--- src/rtl/reg_scoreboard_pkg.sv ---
// Shared constants and types for the register scoreboard.
package reg_scoreboard_pkg;

   localparam int REG_IDX_W    = 5;   // architectural register index width
   localparam int BUNDLE_W     = 3;   // issue slots per bundle
   localparam int CNT_W        = 2;   // per-register countdown width
   localparam int DEF_LOAD_LAT = 2;   // default load-use latency
   localparam int DEF_ALU_LAT  = 1;   // default ALU-use latency

   typedef logic [REG_IDX_W-1:0] reg_idx_t;
   typedef logic [CNT_W-1:0]     cnt_t;

   // The issue edge itself consumes the first latency cycle, so an entry is
   // loaded with LAT-1 and a latency of 1 leaves no hazard at all.
   function automatic cnt_t issue_cnt(input int lat);
      return cnt_t'(lat - 1);
   endfunction

endpackage

--- src/rtl/reg_scoreboard_if.sv ---
// ID-stage bundle / hazard-control bundle between decode and the scoreboard.
interface reg_scoreboard_if;
   import reg_scoreboard_pkg::*;

   reg_idx_t            src1;
   reg_idx_t            src2;
   reg_idx_t            src3;
   logic                issue;
   logic [BUNDLE_W-1:0] slot_wr;
   logic [BUNDLE_W-1:0] slot_ld;
   reg_idx_t            slot_dst0;
   reg_idx_t            slot_dst1;
   reg_idx_t            slot_dst2;
   logic                flush;
   logic                stall;
   logic                pc_write;
   logic                if_id_write;
   logic                id_ex_bubble;

   // Decode side: presents the bundle, obeys the hazard controls.
   modport master (
      output src1, src2, src3, issue, slot_wr, slot_ld,
             slot_dst0, slot_dst1, slot_dst2, flush,
      input  stall, pc_write, if_id_write, id_ex_bubble
   );

   // Scoreboard side.
   modport slave (
      input  src1, src2, src3, issue, slot_wr, slot_ld,
             slot_dst0, slot_dst1, slot_dst2, flush,
      output stall, pc_write, if_id_write, id_ex_bubble
   );

endinterface

--- src/rtl/reg_scoreboard_sb_entry.sv ---
// One scoreboard entry: countdown of cycles until the register is usable.
// Build option SB_FWD_EN: also remember whether the producer was a load, so
// that only load-pending registers raise a hazard.
module sb_entry
   import reg_scoreboard_pkg::*;
(
   input  logic clk,
   input  logic rst,
   input  logic load_en,    // producer issued to this register this cycle
   input  cnt_t load_val,   // countdown to start from
`ifdef SB_FWD_EN
   input  logic load_ld,    // producer is a load
`endif
   output logic hazard      // consumer must wait on this register
);

   cnt_t cnt_d, cnt_q;
`ifdef SB_FWD_EN
   logic ld_d, ld_q;
`endif

   // Next count: a new producer overrides, otherwise count down to zero.
   always_comb begin
      // NOTE: every output gets a default first so no path leaves it unassigned (no latch).
      cnt_d = cnt_q;
      if (load_en) begin
         cnt_d = load_val;
      end else if (cnt_q != '0) begin
         cnt_d = cnt_q - 1'b1;
      end
`ifdef SB_FWD_EN
      ld_d = ld_q;
      if (load_en) begin
         ld_d = load_ld;
      end
`endif
   end

   // Entry state with synchronous clear.
   always_ff @(posedge clk) begin
      // NOTE: non-blocking assignments so all flops sample the pre-edge values.
      if (rst) begin
         cnt_q <= '0;
      end else begin
         cnt_q <= cnt_d;
      end
   end

`ifdef SB_FWD_EN
   // Producer-type flag; only meaningful while the count is nonzero.
   always_ff @(posedge clk) begin
      if (rst) begin
         ld_q <= 1'b0;
      end else begin
         ld_q <= ld_d;
      end
   end

   assign hazard = (cnt_q != '0) && ld_q;
`else
   assign hazard = (cnt_q != '0);
`endif

endmodule

--- src/rtl/reg_scoreboard.sv ---
// Register scoreboard for a 3-slot in-order issue stage.
// Tracks per-register result latency and stalls a dependent bundle in ID.
// Build option SB_FWD_EN: ALU results are forwarded, only loads cause stalls.
module reg_scoreboard
   import reg_scoreboard_pkg::*;
#(
   parameter int NREG     = 32,
   parameter int LOAD_LAT = DEF_LOAD_LAT,
   parameter int ALU_LAT  = DEF_ALU_LAT
) (
   input  logic            clk,
   input  logic            rst,
   reg_scoreboard_if.slave sb
);

   localparam cnt_t LOAD_CNT = issue_cnt(LOAD_LAT);
   localparam cnt_t ALU_CNT  = issue_cnt(ALU_LAT);

   reg_idx_t        src [3];
   reg_idx_t        dst [BUNDLE_W];
   logic [NREG-1:0] hazard;
   logic            stall;
   logic            accept;
   logic [NREG-1:1] ld_en;
   cnt_t            ld_val [NREG-1:1];
   cnt_t            slot_cnt;
`ifdef SB_FWD_EN
   logic [NREG-1:1] ld_flag;
`endif

   assign src[0] = sb.src1;
   assign src[1] = sb.src2;
   assign src[2] = sb.src3;
   assign dst[0] = sb.slot_dst0;
   assign dst[1] = sb.slot_dst1;
   assign dst[2] = sb.slot_dst2;

   // Stall when any nonzero source still has a hazard outstanding.
   always_comb begin
      stall = 1'b0;
      for (int i = 0; i < 3; i++) begin
         if (src[i] != '0 && int'(src[i]) < NREG && hazard[src[i]]) begin
            stall = 1'b1;
         end
      end
   end

   // A flushed or stalled bundle never writes the scoreboard.
   assign accept = sb.issue && !stall && !sb.flush;

   // Per-register load requests from the issuing bundle; same-dst slots keep the larger latency.
   always_comb begin
      ld_en    = '0;
      slot_cnt = '0;
      for (int r = 1; r < NREG; r++) begin
         ld_val[r] = '0;
      end
`ifdef SB_FWD_EN
      ld_flag = '0;
`endif
      for (int s = 0; s < BUNDLE_W; s++) begin
         slot_cnt = sb.slot_ld[s] ? LOAD_CNT : ALU_CNT;
         if (accept && sb.slot_wr[s] && dst[s] != '0 && int'(dst[s]) < NREG) begin
            ld_en[dst[s]] = 1'b1;
            if (slot_cnt > ld_val[dst[s]]) begin
               ld_val[dst[s]] = slot_cnt;
            end
`ifdef SB_FWD_EN
            // Conservative when slots tie: any load makes the entry load-pending.
            ld_flag[dst[s]] = ld_flag[dst[s]] | sb.slot_ld[s];
`endif
         end
      end
   end

   // Register 0 is hardwired zero and never tracked.
   assign hazard[0] = 1'b0;

   for (genvar r = 1; r < NREG; r++) begin : g_entry
      sb_entry u_entry (
         .clk      (clk),
         .rst      (rst),
         .load_en  (ld_en[r]),
         .load_val (ld_val[r]),
`ifdef SB_FWD_EN
         .load_ld  (ld_flag[r]),
`endif
         .hazard   (hazard[r])
      );
   end

   assign sb.stall        = stall;
   assign sb.pc_write     = ~stall;
   assign sb.if_id_write  = ~stall;
   assign sb.id_ex_bubble = stall | sb.flush;

endmodule

--- src/flat_wrapper.sv ---
// flat-port wrapper written by rule: the top's interface ports become plain ports
module reg_scoreboard_flat import reg_scoreboard_pkg::*;
#(
   parameter int NREG     = 32,
   parameter int LOAD_LAT = DEF_LOAD_LAT,
   parameter int ALU_LAT  = DEF_ALU_LAT
)
  (clk, rst, sb_src1, sb_src2, sb_src3, sb_issue, sb_slot_wr, sb_slot_ld, sb_slot_dst0, sb_slot_dst1, sb_slot_dst2, sb_flush, sb_stall, sb_pc_write, sb_if_id_write, sb_id_ex_bubble);
  reg_scoreboard_if sb_i ();
  input  logic clk;
  input  logic rst;
  input wire logic [$bits(sb_i.src1)-1:0] sb_src1;
  input wire logic [$bits(sb_i.src2)-1:0] sb_src2;
  input wire logic [$bits(sb_i.src3)-1:0] sb_src3;
  input wire logic [$bits(sb_i.issue)-1:0] sb_issue;
  input wire logic [$bits(sb_i.slot_wr)-1:0] sb_slot_wr;
  input wire logic [$bits(sb_i.slot_ld)-1:0] sb_slot_ld;
  input wire logic [$bits(sb_i.slot_dst0)-1:0] sb_slot_dst0;
  input wire logic [$bits(sb_i.slot_dst1)-1:0] sb_slot_dst1;
  input wire logic [$bits(sb_i.slot_dst2)-1:0] sb_slot_dst2;
  input wire logic [$bits(sb_i.flush)-1:0] sb_flush;
  output wire logic [$bits(sb_i.stall)-1:0] sb_stall;
  output wire logic [$bits(sb_i.pc_write)-1:0] sb_pc_write;
  output wire logic [$bits(sb_i.if_id_write)-1:0] sb_if_id_write;
  output wire logic [$bits(sb_i.id_ex_bubble)-1:0] sb_id_ex_bubble;
  assign sb_i.src1 = sb_src1;
  assign sb_i.src2 = sb_src2;
  assign sb_i.src3 = sb_src3;
  assign sb_i.issue = sb_issue;
  assign sb_i.slot_wr = sb_slot_wr;
  assign sb_i.slot_ld = sb_slot_ld;
  assign sb_i.slot_dst0 = sb_slot_dst0;
  assign sb_i.slot_dst1 = sb_slot_dst1;
  assign sb_i.slot_dst2 = sb_slot_dst2;
  assign sb_i.flush = sb_flush;
  assign sb_stall = sb_i.stall;
  assign sb_pc_write = sb_i.pc_write;
  assign sb_if_id_write = sb_i.if_id_write;
  assign sb_id_ex_bubble = sb_i.id_ex_bubble;
  reg_scoreboard #(.NREG(NREG), .LOAD_LAT(LOAD_LAT), .ALU_LAT(ALU_LAT)) u_core (.clk(clk), .rst(rst), .sb(sb_i));
endmodule
--- config.mk ---
export PLATFORM = sky130hd
export DESIGN_NAME = reg_scoreboard_flat
export DESIGN_NICKNAME = d
export VERILOG_FILES = /design/src/rtl/reg_scoreboard_pkg.sv /design/src/rtl/reg_scoreboard_if.sv /design/src/rtl/reg_scoreboard_sb_entry.sv /design/src/rtl/reg_scoreboard.sv /design/src/flat_wrapper.sv
export SDC_FILE = /design/constraint.sdc
export NUM_CORES = 1
export LEC_CHECK = 0
export ABC_AREA = 1
export BUFFER_PORTS_ARGS = -buffer_cell sky130_fd_sc_hd__buf_2
export CORE_MARGIN = 3
export CORE_UTILIZATION = 45
export CTS_CLUSTER_DIAMETER = 40
export CTS_CLUSTER_SIZE = 16
export DETAILED_ROUTE_END_ITERATION = 16
export PLACE_DENSITY = 0.7
export SETUP_SLACK_MARGIN = 0.15
export SYNTH_ARGS = -nofsm -noshare
export SYNTH_HDL_FRONTEND = slang
export SYNTH_SLANG_ARGS = --single-unit
--- constraint.sdc ---
create_clock -name clk -period 4 [get_ports clk]
set_input_delay 0.8 -clock clk [delete_from_list [all_inputs] [get_ports clk]]
set_output_delay 0.8 -clock clk [all_outputs]
set_load 0.1 [all_outputs]
======== Yosys cells after proc, flatten, opt, wreduce, memory -nomap -nowiden ========
Memory sizes are Yosys's and may differ from the RTL's.
Index checks and enable logic that the tools add are counted.
word-level totals
  flip-flop bits (word level) ............. 62
  ROM bits ................................ 64
  input port bits ......................... 40
  output and inout bits ................... 4
  word-level logic and storage cells ...... 266
  memories kept ........................... 1
cells by class
  add/sub/neg operators ................... 31
  order comparisons ....................... 12
  muxes and demuxes ....................... 102
  bitwise operators ....................... 5
  reductions and logical operators ........ 84
memories
  name              words  bits a word  rd ports  clocked after memory_dff  wr ports  line                  source
  (name not given)  32     2            1         0                         0         reg_scoreboard.sv:65  if (slot_cnt > ld_val[dst[s]]) begin
operators with widths
  operator                                                               number
  62-bit two-way mux                                                     6
  2-bit two-way mux                                                      68
  62-bit bitwise mux                                                     2
  2-bit nonzero test                                                     62
  31-bit two-way mux                                                     3
  62-bit AND                                                             1
  31-bit OR                                                              2
  2-bit by 1-bit subtractor with 2-bit output, second input constant     31
  5-bit by 6-bit < comparator with 1-bit output, second input constant   6
  2-bit demux with 5-bit select                                          3
  5-bit nonzero test                                                     6
  2-bit binary-select mux with 5-bit select                              2
  1-bit binary-select mux with 5-bit select                              3
  1-bit demux with 5-bit select                                          3
  5-bit by 1-bit >= comparator with 1-bit output, second input constant  3
  1-bit logical AND                                                      14
  1-bit two-way mux                                                      12
  2-bit greater-than comparator                                          3
  1-bit zero test                                                        2
  1-bit NOT                                                              1
  1-bit OR                                                               1

======== Longest topological paths before layout ========
Gate-level depths: netlist of run 1.
  depth in word-level cells ............... 24
  mapped depth ............................ 34
  gate-level depth less buffers ........... 32

======== By module ========
A second synthesis of run 1 with hierarchy kept.
second synthesis, totals
  cell total of the unflattened synthesis .. 1,562
  area total of the unflattened synthesis .. 8,222.9 sq um
modules (own cells, without submodules)
  module          times used  cells each  area each (sq um)  sequential area each (sq um)
  reg_scoreboard  1           880         4,150.2            0.0
  sb_entry        31          22          131.4              40.0

======== Worst setup path before layout of run 1 ========
OpenSTA, ideal clock, no wires.
  path type ............................... in2reg
  start point ............................. input sb_src3[0]
  end point ............................... register u_core.g_entry[4].u_entry.cnt_q[0]
  setup time .............................. 70 ps
  arrival ................................. 4,278 ps
  required time ........................... 3,930 ps
  path slack .............................. -348 ps
  stages .................................. 31
  path buffers ............................ 4
  cell sequence ........................... buf_4 > buf_6 > nand2_1 > o211ai_1 > nand3_1 > nand3_1 > nand2_1 > nand3_1 > nor2_4 > nand3_1 > nor2_4 > nand2_1 > nor2_2 > nand3_1 > nand3_1 > nor2_1 > nor2_2 > nor2_2 > buf_4 > nand3_1 > nand2_1 > nand2_1 > nand2_1 > a21oi_1 > nand2_1 > nor2_4 > buf_4 > nand4_1 > nand2_1 > nand2_1 > a21oi_1
on the way
  cells in the longest elaborated chain, start to end .. 21
  elaborated cells on any way between the ends .. 34
  classes of those cells .................. order compare: 2; mux: 18; bitwise: 2; reduce/logical: 12
ends and longest elaborated chain
  element                                    line                           source
  start, declared                            flat_wrapper.sv:14             input wire logic [$bits(sb_i.src3)-1:0] sb_src3;
  1-bit binary-select mux with 5-bit select  reg_scoreboard.sv:42           if (src[i] != '0 && int'(src[i]) < NREG && hazard[src[i]]) begin
  1-bit two-way mux (not written as such)    reg_scoreboard.sv:42
  1-bit logical AND *                        reg_scoreboard.sv:42
  1-bit two-way mux *                        reg_scoreboard.sv:42
  1-bit zero test *                          reg_scoreboard.sv:49           assign accept = sb.issue && !stall && !sb.flush;
  1-bit logical AND * (2 in a row)           reg_scoreboard.sv:49
  1-bit logical AND (2 in a row)             reg_scoreboard.sv:63           if (accept && sb.slot_wr[s] && dst[s] != '0 && int'(dst[s]) < NREG) begin
  62-bit two-way mux                         reg_scoreboard.sv:63
  [3 not listed]                             n/a
  62-bit two-way mux                         reg_scoreboard.sv:65
  62-bit two-way mux                         reg_scoreboard.sv:63
  2-bit binary-select mux with 5-bit select  reg_scoreboard.sv:65
  2-bit two-way mux (not written as such)    reg_scoreboard.sv:65
  2-bit greater-than comparator              reg_scoreboard.sv:65
  62-bit two-way mux                         reg_scoreboard.sv:65
  62-bit two-way mux                         reg_scoreboard.sv:63
  2-bit two-way mux                          reg_scoreboard_sb_entry.sv:26  if (load_en) begin
  end signal, assigned                       reg_scoreboard_sb_entry.sv:45  cnt_q <= cnt_d;
  end, declared                              reg_scoreboard_sb_entry.sv:17  cnt_t cnt_d, cnt_q;
Mark *: on every way between the ends. The rest lies on a longest branch, timed or not. The select of a mux whose other input is x is not followed.
A chain may end at the register's enable or synchronous reset.

======== Worst setup path in the final report of run 1 ========
  start point ............................. input sb_src1[0]
  end point ............................... register u_core.g_entry[28].u_entry.cnt_q[0]
on the way
  cells in the longest elaborated chain, start to end .. 23
  elaborated cells on any way between the ends .. 36
  classes of those cells .................. order compare: 2; mux: 20; bitwise: 2; reduce/logical: 12
ends and longest elaborated chain
  element                                    line                           source
  start, declared                            flat_wrapper.sv:12             input wire logic [$bits(sb_i.src1)-1:0] sb_src1;
  1-bit binary-select mux with 5-bit select  reg_scoreboard.sv:42
  1-bit two-way mux (not written as such)    reg_scoreboard.sv:42
  1-bit logical AND *                        reg_scoreboard.sv:42
  1-bit two-way mux * (3 in a row)           reg_scoreboard.sv:42
  1-bit zero test *                          reg_scoreboard.sv:49
  1-bit logical AND * (2 in a row)           reg_scoreboard.sv:49
  1-bit logical AND (2 in a row)             reg_scoreboard.sv:63
  62-bit two-way mux                         reg_scoreboard.sv:63
  [3 not listed]                             n/a
  62-bit two-way mux                         reg_scoreboard.sv:65
  62-bit two-way mux                         reg_scoreboard.sv:63
  2-bit binary-select mux with 5-bit select  reg_scoreboard.sv:65
  2-bit two-way mux (not written as such)    reg_scoreboard.sv:65
  2-bit greater-than comparator              reg_scoreboard.sv:65
  62-bit two-way mux                         reg_scoreboard.sv:65
  62-bit two-way mux                         reg_scoreboard.sv:63
  2-bit two-way mux                          reg_scoreboard_sb_entry.sv:26
  end signal, assigned                       reg_scoreboard_sb_entry.sv:45
  end, declared                              reg_scoreboard_sb_entry.sv:17
Marked as above.

==> results by stage, run 1 <==
Place:
- The detailed placement HPWL is 20200 um.
- In this run the cell area measured after placement is 9150 um2.
- The worst slack at placement is -704 ps.
- Input and output buffers added on the ports amount to 43.
- Routability-driven placement finished with a final weighted congestion of 1.00.

Global route:
- The maximum number of pins on one net before global-route repair is 42.
- The number of antenna violations at the first check in global routing is 0.
- The overall overflow remaining after global route is 0.
- The number of global-route vias before repair is approximately 9400.
- Across every metal layer, demand over resource in global routing totals 33.2%.
- The first-pass GRT wire length is approximately 44000 um.

Routing:
- The post-detailed-route wirelength per cell is ~17 um.
- The count of TritonRoute iterations in the first routing pass is 8.
- The aggregate routed wire length is 30200 um.
- Once detail routing completed, the nets flagged for antenna violations numbered 0.
- In the routed layout, each cell is associated on average with a via count of 5.85.
- The final route contains between 10000 and 15000 vias.
- For this block, the initial DRC count from the detailed router was roughly 1400.
- The number of remaining DRC errors is 0.

STA:
- The final hold violation count is 0.
- Timing would allow up to around 240 MHz.
- The worst pin sits at a relative slew slack of 49.7%.
- The actual transition at the worst max-transition pin is 749 ps.
- The final worst-path cycle share is 105%.
- The post-route worst setup slack is -216 ps.
- The post-layout minimum cycle time is 4220 ps.
- The final-report setup violation count is 31.
- Setup repair after global routing could not meet its margin everywhere.
- The number of max-slew violations in the final report is 0.
- The worst setup skew after layout is between 6 and 7 ps.

Yosys:
- The number of distinct library cells after synthesis is 36.
- The cell type with the largest total area after synthesis is dfxtp_1.
- Synthesis produced a netlist whose cell count is 1212.
- Yosys attributes the largest share of cell area to dfxtp_1, nand2_1, nand3_1, nor2_1, inv_1.
- The portion of synthesized cell area occupied by the leading cell type is a little under a fifth.
- The summed instance area of the synthesized netlist is just under 7000 um2.
- The mean instance size in the synthesized netlist is 5.56 um2.
- Yosys printed 0 warnings.
- After synthesis the netlist holds a flip-flop and latch count of 62.
- The synthesized netlist net count is roughly 1300.
- For this run, the register share of the synthesized area comes to between 10% and 20%.
- The synthesized design contains 0 enable-type register cells.
- Counting flops with an async set or reset pin after synthesis yields a share of 0%.
- The most used flip-flop cell after synthesis is dfxtp_1.

Floorplan:
- Once the floorplan was initialized, standard cells occupied around 46% of the core.
- The die outline area is 16500 um2.
- The die is 128 um tall.
- The horizontal die dimension is roughly 130 um.
- The I/O pin count is 44.
- In this run the core area contains 44 standard-cell rows.
- The area of the placeable core is 14600 um2.

Setup path:
- The critical path data required time is about 4300 ps.
- Of all nets on the critical path, the largest fanout is 8.
- The data arrival at the endpoint of the critical path is roughly 4500 ps.
- The worst setup path is captured at a flop.
- The most used cell along the critical path is nand2_1.
- The class of the most critical setup path is input pin to flop.
- Among all stages on the critical path, the largest delay is contributed by nor2_4.
- The largest stage delay on the critical path is 250 ps.
- The type of element launching the critical path is an input pin.

Final layout:
- In the final layout, the registers with the most flip-flops are u_core.g_entry.u_entry.cnt_q: 62 flops.
- The repair_antennas step left the layout with diodes totalling 0.
- Compared with the post-synthesis result, the final layout area differs by 60.4%.
- The final layout contains 1641 nets.
- More flip-flops sit in one register than any other, and that register is u_core.g_entry.u_entry.cnt_q.
- The post-route netlist has 34.2% of its cells at a drive strength greater than 1.
- The register with the most flip-flops in the layout has 62 of them.
- After routing the design area is 10800 um2.

Pwr:
- For this design the ratio of total power to cell area is 455 nW/um2.
- The cell-internal power is 2.80 mW.
- Summed over all cells, the static leakage comes to 5.19 nW.
- The part of the power in registers is 21.1%.
- The power dissipated by switching net loads is approximately 2.1 mW.
- Of the total power, the clock network draws 14.6%.
- The logic gate share of total power is approximately 64%.
- The fraction of power spent switching nets is 43.0%.
- The peak ir drop on the vdd network is 0.468 mV.

Clock tree:
- The root cell of the clock tree is clkbuf_16.
- Clock tree synthesis found a total of 62 sinks.
- The total CTS buffers is 9.
- The count of hold-fix buffers inserted at cts is 0.
- CTS built an H-tree with a depth of 3.
- The TritonCTS clock tree is built.
- The clock passes through at most 2 buffers.
- At the later pin of the worst-skew pair, clock insertion delay measures 340 ps.
- After clock tree synthesis, the clock-pin slew on the worst setup and hold paths is 50 ps.

Hold path:
- In this run the worst hold path is classified as flop to flop.

Run status:
- The run finished, with violations left.
- The checks that failed: negative setup slack.

Flow run:
- Max-cap violations in this run came to 0.
[path summary, 6_finish.rpt]
path                                                     startpoint                             endpoint  slack, ps  depth (start not counted)
worst min register to register   u_core.g_entry[5].u_entry.cnt_q[0]   u_core.g_entry[5].u_entry.cnt_q[0]        490                          2
worst min-delay path             u_core.g_entry[5].u_entry.cnt_q[0]   u_core.g_entry[5].u_entry.cnt_q[0]        490                          2
worst max-delay path                                     sb_src1[0]  u_core.g_entry[28].u_entry.cnt_q[0]       -220                         31
worst max register to register  u_core.g_entry[22].u_entry.cnt_q[0]  u_core.g_entry[28].u_entry.cnt_q[0]       -190                         32
[cell usage in the layout, fill, tap and decap left out, types with 4 or more instances in the layout]
master       n
o211ai_1    10
buf_4      291
nand3_4      4
inv_1      151
dfxtp_1     62
ha_2         5
o21ai_1      9
nor2_2      10
ha_1        25
nor2_1     157
a21oi_1     64
clkbuf_16   12
nand2_1    255
nand4_1     50
o211a_1     11
buf_16       6
buf_2       38
nor4_1       9
inv_2       12
o21ai_2     15
a211oi_1     4
a21oi_2     14
o21ai_0     65
buf_12      15
clkinv_2     5
nor2_4      16
nand3_2     26
inv_4        4
buf_6       30
nand2_2     21
nor3_1      42
nand3_1    105
[cell type report]
| type | instances | area [um2] |
|---|---|---|
| Timing Repair Buffer | 386 | 3270 |
| Clock inverter | 5 | 25.0 |
| Fill cell | 1104 | 3780 |
| Multi-Input combinational cell | 941 | 5150 |
| Clock buffer | 11 | 243 |
| Sequential cell | 62 | 1240 |
| Inverter | 170 | 648 |
| Tap cell | 184 | 230 |
[routing by layer]
metal	routed length, um	vias up	GRT usage [%]
li1	-	4769	-
met1	11400	4676	40.8
met2	13700	649	55.0
met3	3120	194	6.93
met4	1990	0	16.7
met5	0	-	0
[worst max-delay path: cells and delay by family]
kind | cells | cell delay, ps
AO/OA/AOI/OAI | 5 | 640
buffers and inverters | 6 | 820
AND/OR/NAND/NOR | 20 | 2190
[synthesized netlist by cell type, types with 2 or more instances]
library cell,n
a2111oi_0,2
a211oi_1,4
a21boi_0,2
a21boi_1,2
a21oi_1,79
a31oi_1,2
buf_2,12
buf_4,12
buf_6,3
clkbuf_1,17
clkinv_1,4
dfxtp_1,62
ha_1,31
inv_1,160
inv_2,6
nand2_1,278
nand3_1,134
nand4_1,50
nor2_1,166
nor2_2,7
nor2_4,4
nor3_1,44
nor4_1,9
o211a_1,11
o211ai_1,10
o21ai_0,75
o21ai_1,14
o21bai_1,2
o22ai_1,3
[what timing repair did]
item / 4_1_cts / 5_1_grt
pin swaps: 53 / 66
cloned: 12 / 5
endpoints found under the setup margin: 31 / 33
buffers inserted: 39 / 18
gates resized for setup: 79 / 107
[logic make-up (layout without fill, tap and decap cells)]
| kind of cell | after synthesis | after routing | synth area share (%) |
|---|---|---|---|
| and+or+nand+nor | 698 | 704 | 45.6 |
| buffers and inverters | 215 | 572 | 13.2 |
| AOI/OAI and AO/OA | 206 | 206 | 17.1 |
| DFF | 62 | 62 | 18.4 |
| adders and majority gates | 31 | 31 | 5.75 |
[per-stage QoR]
stage               util [%]  hold WS [ps]  power [mW]  setup TNS [ps]  std cells
finish                  74.1           495        4.92           -4480       1759
global route            74.1           515        5.29          -12420       1759
CTS                     70.1           494        4.73            -158       1736
detailed placement      62.7           487        3.88          -20820       1669
global placement        62.7           478        3.79          -18860       1669
floorplan                  -           467        2.61           -9660       1212
[power groups by stage]
stage                     registers, mW  clock network, mW  logic [mW]
after detailed placement           1.05                  0        2.84
after floorplan                    1.03                  0        1.58
after global routing               1.07              0.754        3.47
final                              1.04              0.720        3.16
after CTS                          1.03              0.720        2.97
after global placement             1.03                  0        2.75
Note: power is estimated with default switching activity, not from simulation.
==> run 2, diff against run 1 <==
CORE_UTILIZATION = 41   (was 45)
PLACE_DENSITY = 0.65   (was 0.7)
==> run 2 against run 1 <==
  * The flow still finishes with violations (negative setup slack)
  * Clock skew rose by 1.4 ps
  * Combinational power barely moved
  * Count of clock-buffer cells in the layout fell by 2
  * Design area fell by 2.2%
  * Non-clock buffer count fell by 8
  * Worst setup slack got worse by 200 ps
  * Die area rose by 9.3%
  * Wire length fell by 5.7%
  * Final cell count rose by 1.3%
  * Critical path type unchanged
  * Largest power group unchanged
==> results by stage, run 2 (synthesis gave the netlist of run 1 again) <==
Setup path:
- The data arrival at the endpoint of the critical path was 4690 ps (+210 ps).
- The critical path data required time was 4280 ps (about the same).
- The register-to-register path setup slack is -390 ps (-200 ps).
- The kind of capture point of the worst setup path is a flop.
- The most used cell along the critical path is nand2_1.
- The largest stage delay on the critical path was 200 ps (-50 ps).
- The highest fanout seen on the critical path is 8 (unchanged).
- STA classifies the critical path startpoint as an input pin.
- The slowest stage cell on the critical path is nor2_4.
- The class of the most critical setup path is input pin to flop.

Place:
- The placed cell count is 1676 (+0.42%).
- The worst slack at placement came to -1020 ps (-316 ps).
- The detailed placement HPWL is 20000 um (-0.63%).
- The global placement routability congestion came to 0.974 (-2.7%).
- The quantity of I/O buffers inserted on ports was 43 (unchanged).

Final layout:
- The number of flip-flops in the largest register is 62 (unchanged).
- The most common library cell in the layout ignoring fill and taps is buf_4.
- The largest registers in the layout are u_core.g_entry.u_entry.cnt_q: 62 flops.
- The library cells used most frequently in the layout, excluding fill and tap cells, are buf_4, nand2_1, nor2_1, inv_1, nand3_1.
- The number of nets in the layout is 1630 (-0.67%).
- The proportion of layout cells with a drive suffix above 1 came to 34.3% (+0.11 points).
- The number of fillers in the final layout is 1457 (+32%).
- Ranked by flip-flop count, first place goes to u_core.g_entry.u_entry.cnt_q.
- The final cell count without fillers came to 1781 (+1.3%).
- The synthesis-to-finish area growth is 56.9%.

Global route:
- The first-pass GRT wire length is 44700 um (+0.47%).
- The maximum number of pins on one net before global-route repair is 48 (+14%).
- The number of antenna violations at the first check in global routing is 1 (+1).
- The number of global-route vias before repair was 9251 (-1.4%).
- The overall overflow remaining after global route is 0 (unchanged).
- The global routing usage summed across all routing layers is 30.6% (-2.7 points).

STA:
- The final hold violation count is 0 (unchanged).
- The worst setup skew after layout came to 8.08 ps (+1.45 ps).
- The number of max-slew violations in the final report is 0 (unchanged).
- Setup repair after global routing could not meet its margin everywhere.
- The post-route setup TNS is -10130 ps (-5650 ps).
- The headroom to the max-slew limit is 32.7% (-17 points).
- The fmax came to 227 MHz (-4.5%).
- The actual transition at the worst max-transition pin came to 1010 ps (+261 ps).
- The post-route worst setup slack is -412 ps (-197 ps).
- The worst hold margin is 491 ps (-3.86 ps).
- The post-layout minimum cycle time is 4410 ps (+197 ps).
- The final-report setup violation count is 32 (+3.2%).
- The final worst-path cycle share is 110% (+4.9 points).

Floorplan:
- The horizontal die dimension is 134 um (+4.5%).
- The area of the placeable core is 16000 um2 (+9.7%).
- The count of standard-cell rows was 46 (+4.5%).
- The I/O pin count is 44 (unchanged).
- The die outline area came to 18000 um2 (+9.3%).
- The height of the die is 134 um (+4.5%).
- The effective utilization at floorplan was 42.1% (-4.1 points).

Routing:
- The post-detailed-route wirelength per cell is 16.0 um (-6.8%).
- The aggregate routed wire length is 28500 um (-5.7%).
- The final antenna-violating net count is 0 (unchanged).
- The number of remaining DRC errors is 0 (unchanged).
- The vias after detailed routing is 9819 (-4.6%).
- The DRC marker count from the first detailed-route iteration was 1024 (-26%).
- The count of TritonRoute iterations in the first routing pass is 6 (-2).
- The number of vias per cell is 5.51 (-5.7%).

Pwr:
- The overall power of the completed layout is 5.00 mW (+1.6%).
- The leakage power was 5.04 nW (-2.9%).
- The power density normalized to cell area is 472 nW/um2 (+3.9%).
- The peak ir drop on the vdd network was 0.396 mV (-15%).

Hold path:
- The worst hold path belongs to the class flop to flop.

Clock tree:
- The TritonCTS clock tree is built.
- The sink count of the clock tree was 62 (unchanged).
- In this run the clock root is driven by a clkbuf_16.
- The clock latency reported for the late side of the worst-skew pair is 340 ps (about the same).
- The clock-pin slew of the registers on the worst-case setup and hold paths is 60 ps (about the same).
- The total CTS buffers is 9 (unchanged).
- The worst-case clock buffer depth came to 2 (unchanged).
- The deepest level of the CTS H-tree is 3 (unchanged).
- The count of hold-fix buffers inserted at cts is 0 (unchanged).

Flow run:
- The number of max-cap violations came to 0 (unchanged).

Run status:
- The flow ran to the end, but the final reports show violations.
- The checks that failed: negative setup slack.
==> run 2: cell types whose count changed in the layout (fill, tap and decap cells not counted), sizes merged <==
cell | previous run | this run
clkbuf | 17 | 11
bufinv | 0 | 1
buf | 380 | 376
diode | 0 | 1
inv | 167 | 166
clkinv | 8 | 7
nor2 | 183 | 180
clkinvlp | 0 | 3
==> run 2: area by class of cell <==
class / count / area (um2) / area share (%)
multi-input combinational: 938 / 5030 / 47.6
timing repair buffer: 378 / 3080 / 29.1
sequential: 62 / 1250 / 11.8
inverter: 170 / 653 / 6.17
tap: 216 / 270 / 2.55
clock buffer: 9 / 225 / 2.13
clock inverter: 7 / 75.1 / 0.710
antenna: 1 / 2.50 / 0.0237
==> run 2: worst paths after layout <==
kind,startpoint,end,depth (start not counted)
worst max-delay path,sb_src2[0],u_core.g_entry[4].u_entry.cnt_q[0],32
worst max register to register,u_core.g_entry[15].u_entry.cnt_q[0],u_core.g_entry[4].u_entry.cnt_q[0],37
worst min-delay path,u_core.g_entry[6].u_entry.cnt_q[0],u_core.g_entry[6].u_entry.cnt_q[0],2
worst min register to register,u_core.g_entry[6].u_entry.cnt_q[0],u_core.g_entry[6].u_entry.cnt_q[0],2
==> run 2: power by group <==
| group | internal (mW) | total, mW | switching [mW] | leakage [nW] |
|---|---|---|---|---|
| combinational | 1.50 | 3.17 | 1.66 | 4.38 |
| clock | 0.483 | 0.791 | 0.308 | 0.138 |
| sequential | 0.905 | 1.04 | 0.134 | 0.515 |
| total | 2.89 | 5.00 | 2.11 | 5.04 |
==> run 2: per-stage QoR <==
step           area (um2)  util (%)
2_1_floorplan        6830         -
4_1_cts             10300      64.2
6_report            10600      66.1
5_1_grt             10600      66.1
3_5_place_dp         8980      56.1
3_3_place_gp         8980      56.1
==> run 2: what timing repair did <==
action / 4_1_cts / 5_1_grt
gates cloned: 8 / 1
pin swaps: 62 / 47
setup buffers: 71 / 8
endpoints found under the setup margin: 31 / 32
resized for setup: 103 / 73
hold endpoints to repair: 0 / 0
==> run 2: metal layers <==
| metal | global-route usage (%) | share of wire (%) | up-vias |
|---|---|---|---|
| met5 | 0 | 0 | - |
| met4 | 14.6 | 4.9 | 0 |
| met3 | 6.11 | 9.0 | 118 |
| met2 | 50.5 | 46 | 501 |
| met1 | 38.1 | 40 | 4457 |
| li1 | - | - | 4743 |
==> run 2: worst max-delay path, delay by kind of cell <==
| family | cells | cell delay (ps) |
|---|---|---|
| AOI/OAI and AO/OA | 5 | 590 |
| buffers and inverters | 5 | 710 |
| and+or+nand+nor | 22 | 2560 |
